$ cat config.mk
export PLATFORM = sky130hd
export DESIGN_NAME = divisor_sequencial_8bits
export DESIGN_NICKNAME = d
export VERILOG_FILES = /design/src/rtl/ula_pkg.sv /design/src/rtl/subtrator_8bits.sv /design/src/rtl/divisor_sequencial_8bits.sv
export SDC_FILE = /design/constraint.sdc
export NUM_CORES = 1
export LEC_CHECK = 0
export ABC_AREA = 1
export CORE_ASPECT_RATIO = 2
export CORE_MARGIN = 3
export CORE_UTILIZATION = 58
export DETAILED_ROUTE_END_ITERATION = 6
export PLACE_DENSITY = 0.85
export REMOVE_ABC_BUFFERS = 1
export SLEW_MARGIN = 20
export SYNTH_ARGS = -nofsm -noshare
export SYNTH_HDL_FRONTEND = slang
export SYNTH_SLANG_ARGS = --single-unit
$ cat constraint.sdc
create_clock -name clk -period 3.3 [get_ports clk]
set_input_delay 0.495 -clock clk [delete_from_list [all_inputs] [get_ports clk]]
set_output_delay 0.495 -clock clk [all_outputs]
set_load 0.03 [all_outputs]
$ cat src/rtl/ula_pkg.sv
// Shared ULA definitions: datapath width, divider iteration count and FSM encoding.
package ula_pkg;

  localparam int unsigned LARGURA   = 8;
  localparam int unsigned ITERACOES = 8;
  localparam logic [LARGURA-1:0] DIV_ZERO_Q = 8'hFF;

  typedef enum logic [1:0] {
    ESTADO_IDLE = 2'd0,
    ESTADO_CALC = 2'd1,
    ESTADO_DONE = 2'd2
  } estado_t;

endpackage

$ cat src/rtl/subtrator_8bits.sv
// 8-bit unsigned subtractor: S = A - B, C_out is the borrow (set when A < B).
module subtrator_8bits
  import ula_pkg::*;
(
  input  logic [LARGURA-1:0] A,
  input  logic [LARGURA-1:0] B,
  output logic [LARGURA-1:0] S,
  output logic               C_out
);

  logic [LARGURA:0] diff;

  always_comb begin
    diff  = {1'b0, A} - {1'b0, B};
    S     = diff[LARGURA-1:0];
    C_out = diff[LARGURA];
  end

endmodule

$ cat src/rtl/divisor_sequencial_8bits.sv
// Sequential 8-bit restoring divider: one quotient bit per clock on top of subtrator_8bits,
// with a start/busy/done handshake and a sticky divide-by-zero flag.
module divisor_sequencial_8bits
  import ula_pkg::*;
(
  input  logic                 clk,
  input  logic                 rst_n,
  input  logic                 start,
  input  logic [LARGURA-1:0]   A,
  input  logic [LARGURA-1:0]   B,
  output logic [LARGURA-1:0]   Q,
  output logic [LARGURA-1:0]   R,
  output logic                 busy,
  output logic                 done,
  output logic                 div_zero
);

  estado_t            estado;
  logic [LARGURA-1:0] dividendo;
  logic [LARGURA-1:0] divisor;
  // Before every step the partial remainder is < 128, so 7 bits hold it; the final
  // (possibly wider) remainder is taken straight from resto_prox into R.
  logic [LARGURA-2:0] parcial;
  logic [2:0]         contador;

  logic [LARGURA-1:0] deslocado;
  logic [LARGURA-1:0] diferenca;
  logic               emprestimo;
  logic [LARGURA-1:0] resto_prox;
  logic [LARGURA-1:0] dividendo_prox;

  always_comb begin
    deslocado = {parcial, dividendo[LARGURA-1]};
  end

  subtrator_8bits u_subtrator (
    .A     (deslocado),
    .B     (divisor),
    .S     (diferenca),
    .C_out (emprestimo)
  );

  // Restore on borrow: keep the shifted value and shift in a 0 quotient bit.
  always_comb begin
    resto_prox     = emprestimo ? deslocado : diferenca;
    dividendo_prox = {dividendo[LARGURA-2:0], ~emprestimo};
  end

  always_ff @(posedge clk or negedge rst_n) begin
    if (!rst_n) begin
      estado    <= ESTADO_IDLE;
      dividendo <= '0;
      divisor   <= '0;
      parcial   <= '0;
      contador  <= '0;
      Q         <= '0;
      R         <= '0;
      busy      <= 1'b0;
      done      <= 1'b0;
      div_zero  <= 1'b0;
    end else begin
      unique case (estado)
        ESTADO_IDLE: begin
          if (start) begin
            if (B != '0) begin
              dividendo <= A;
              divisor   <= B;
              parcial   <= '0;
              contador  <= '0;
              busy      <= 1'b1;
              estado    <= ESTADO_CALC;
            end else begin
              Q        <= DIV_ZERO_Q;
              R        <= A;
              div_zero <= 1'b1;
              done     <= 1'b1;
              estado   <= ESTADO_DONE;
            end
          end
        end
        ESTADO_CALC: begin
          dividendo <= dividendo_prox;
          parcial   <= resto_prox[LARGURA-2:0];
          contador  <= contador + 3'd1;
          if (contador == 3'(ITERACOES - 1)) begin
            Q        <= dividendo_prox;
            R        <= resto_prox;
            div_zero <= 1'b0;
            busy     <= 1'b0;
            done     <= 1'b1;
            estado   <= ESTADO_DONE;
          end
        end
        ESTADO_DONE: begin
          done   <= 1'b0;
          estado <= ESTADO_IDLE;
        end
        default: begin
          busy   <= 1'b0;
          done   <= 1'b0;
          estado <= ESTADO_IDLE;
        end
      endcase
    end
  end

endmodule

==> metrics.yaml <==
outcome: "finished, final reports clean"
gp_congestion: 0.884
via_per_inst: 5.20
tns_ps: 0
synth_compound_area_frac: 0.0897
r2r_slack_ps: 1100
antenna_cells: 0
max_cap_violations: 0
wl_per_cell_um: 13.7
p_switching_uw: 1610
r2r_cells: 13
cts-hold-fix-buffers: 0
initial_core_util: 0.612
synthXorXnorAreaFrac: 0.00343
first_pass_iters: 4
synth-simple-area-share: 0.301
synth_top_family_by_area: "simple AND/OR/NAND/NOR gates"
yosysWarnings: 0
async_flop_share: 1.00
setup_viol: 0
grt_setup_unrepaired: "no"
cts-htree-levels: 2
wl_um: 5780
drive_above_1_share: 0.0514
postRouteAntennaNets: 0
reg2reg_from: "dividendo[7]"
antenna_found_initial: 0
fp.dieH_um: 99.8
hold_violations: 0
clock_path_buffers: 2
chipWidth_um: 52.9
finClkSkew_ps: 3.30
drc: 0
routed-via-count: 2193
postSynthCellCount: 333
ir_worst_vdd_v: 0.000668
grt_usage: 0.254
grt_pass1_wl_um: 10000
crit_path_start_kind: "flop"
worstPathArrival_ps: 2440
pwr-share-seq: 0.307
muxShareOfSynthArea: 0
powerDensity_mw_per_mm2: 1120
clkPwrFrac: 0.120
post_cts_resized: 0
layout.nets: 400
dp_hpwl_um: 4270
power.share.switching: 0.470
cts_setup_buffers: 0
synth_top_flop_cell: "dfrtp_1"
avgSynthCellArea_um2: 7.66
synth-edff-count: 0
path_max_fanout: 8
crit_type: "reg2reg"
placeableCoreArea_mm2: 0.00417
drv_slew: 0
dieArea_mm2: 0.00528
port_buffers: 37
fillCellCount: 342
synth_fa_ha_area_frac: 0.0569
cts_tree: "done"
multiInputGateArea_mm2: 0.00115
period_needed_ps: 2200
grt_max_degree: 48
hp-class: "in2async"
clkTransAtPathRegs_ps: 80
endpoint_kind: "flop"
worstMarginPinSlew_ps: 786
overflow: 0
intPower_uw: 1810
finalCritPeriodShare: 0.666
p_leak_uw: 0.00163
boundaryPins: 38
synth_seq_cells: 47
syn_area_mm2: 0.00255
synth.distinct_cells: 25
power_uw: 3410
clock_sink_count: 47
cts_root_buffer: "clkbuf_8"
clk_latency_ps: 300
area.growth.synth_to_final_pct: 19.4
first_global_vias: 2294
rr_endpoint: "R[4]"
yosysSeqAreaShare: 0.461
fmax_mhz: 455
cp.required_ps: 3540
combPwrFrac: 0.573
num_rows: 33
drtIter0Drc: 48
maxSlewHeadroom: 0.475
seq_area_mm2: 0.00118
numCtsBuffers: 5
-- how the worst max path moves through the flow --
| stage | from | end | slack [ps] | depth (start not counted) |
|---|---|---|---|---|
| floorplan | dividendo[7] | R[5] | 1480 | 13 |
| global placement | B[7] | dividendo[4] | 1020 | 8 |
| global route | dividendo[7] | R[5] | 900 | 13 |
| CTS | dividendo[7] | R[4] | 1100 | 13 |
| finish | dividendo[7] | R[4] | 1100 | 13 |
| detailed placement | B[1] | dividendo[5] | 970 | 8 |
-- kinds of logic (layout without fill, tap and decap cells) --
group	after synthesis	after routing
adder cells (fa/ha/maj)	11	11
XOR/XNOR	1	1
buffers and inverters	56	93
AO/OA/AOI/OAI	41	41
flip-flops	47	47
AND/OR/NAND/NOR	177	177
-- flip-flops by register name, indices dropped and copies added (netlist names) --
register,cells
contador,3
parcial,7
busy,1
R,8
divisor,8
dividendo,8
div_zero,1
estado,2
done,1
Q,8
-- power groups by stage --
| stage | combinational [uW] | clock (uW) | sequential [uW] |
|---|---|---|---|
| after floorplan | 1140 | 0 | 1250 |
| after global placement | 1900 | 0 | 1040 |
| after detailed placement | 1960 | 0 | 1060 |
| after CTS | 1970 | 419 | 1050 |
| after global routing | 2220 | 435 | 1080 |
| final | 1960 | 409 | 1050 |
-- synthesized netlist by cell type, types with 3 or more instances --
cell type | count | area (um2)
dfrtp_1 | 47 | 1180
buf_2 | 6 | 30.0
o21ai_0 | 14 | 70.1
ha_1 | 10 | 125
nor2_2 | 3 | 18.8
nand3b_1 | 3 | 22.5
inv_2 | 3 | 11.3
inv_1 | 46 | 173
nand3_1 | 29 | 145
a21oi_1 | 18 | 90.1
or2_0 | 7 | 43.8
nand2_1 | 96 | 360
a21o_1 | 5 | 37.5
nor2_1 | 33 | 124
-- per-layer routing --
layer | share of wire | wire length [um] | global-route usage
met4 | 0.037 | 212 | 0.124
met2 | 0.54 | 3140 | 0.447
met5 | 0 | 0 | 0
met1 | 0.39 | 2240 | 0.283
met3 | 0.033 | 189 | 0.0416
-- through the flow --
step	hold WS, ps	instance area [um2]	utilization	setup WS, ps	cells
global placement	458	2940	0.705	1020	415
floorplan	199	2510	-	1480	326
detailed placement	479	2940	0.705	966	415
finish	195	3050	0.730	1100	422
global route	225	3050	0.730	902	422
CTS	412	3040	0.730	1100	422
-- worst max-delay path, stage by stage, from the launching register on --
cell and delay, ps:
dfrtp_1 390, inv_1 80, ha_1 160, inv_1 80
fa_1 410, nand2_1 80, nand2_1 110, nand3_1 180
nand3_1 110, inv_1 220, nand2_1 100, nand3_1 110
nand2_1 60, inv_1 50
-- layout by cell type (no fill, tap or decap), types with 2 or more instances in the layout --
master | Yosys | layout
clkdlybuf4s50_1 | 0 | 36
o21ai_0 | 14 | 14
nand2_4 | 2 | 2
or2_0 | 7 | 7
clkbuf_8 | 0 | 5
nand3b_1 | 3 | 3
a22o_1 | 2 | 2
a21o_1 | 5 | 5
nor2_1 | 33 | 33
dfrtp_1 | 47 | 47
a21oi_1 | 18 | 18
nor2_2 | 3 | 3
inv_2 | 3 | 3
nand3_1 | 29 | 29
inv_1 | 46 | 46
ha_1 | 10 | 10
nand2_1 | 96 | 96
-- cell type report --
type / instances / share of cell area
clock buffer: 6 / 0.0238
clock inverter: 1 / 0.00986
inverter: 49 / 0.0604
multi-input combinational: 230 / 0.378
sequential: 47 / 0.386
tap: 52 / 0.0214
timing repair buffer: 37 / 0.121
No activity file was read; power rests on OpenSTA's default activity.
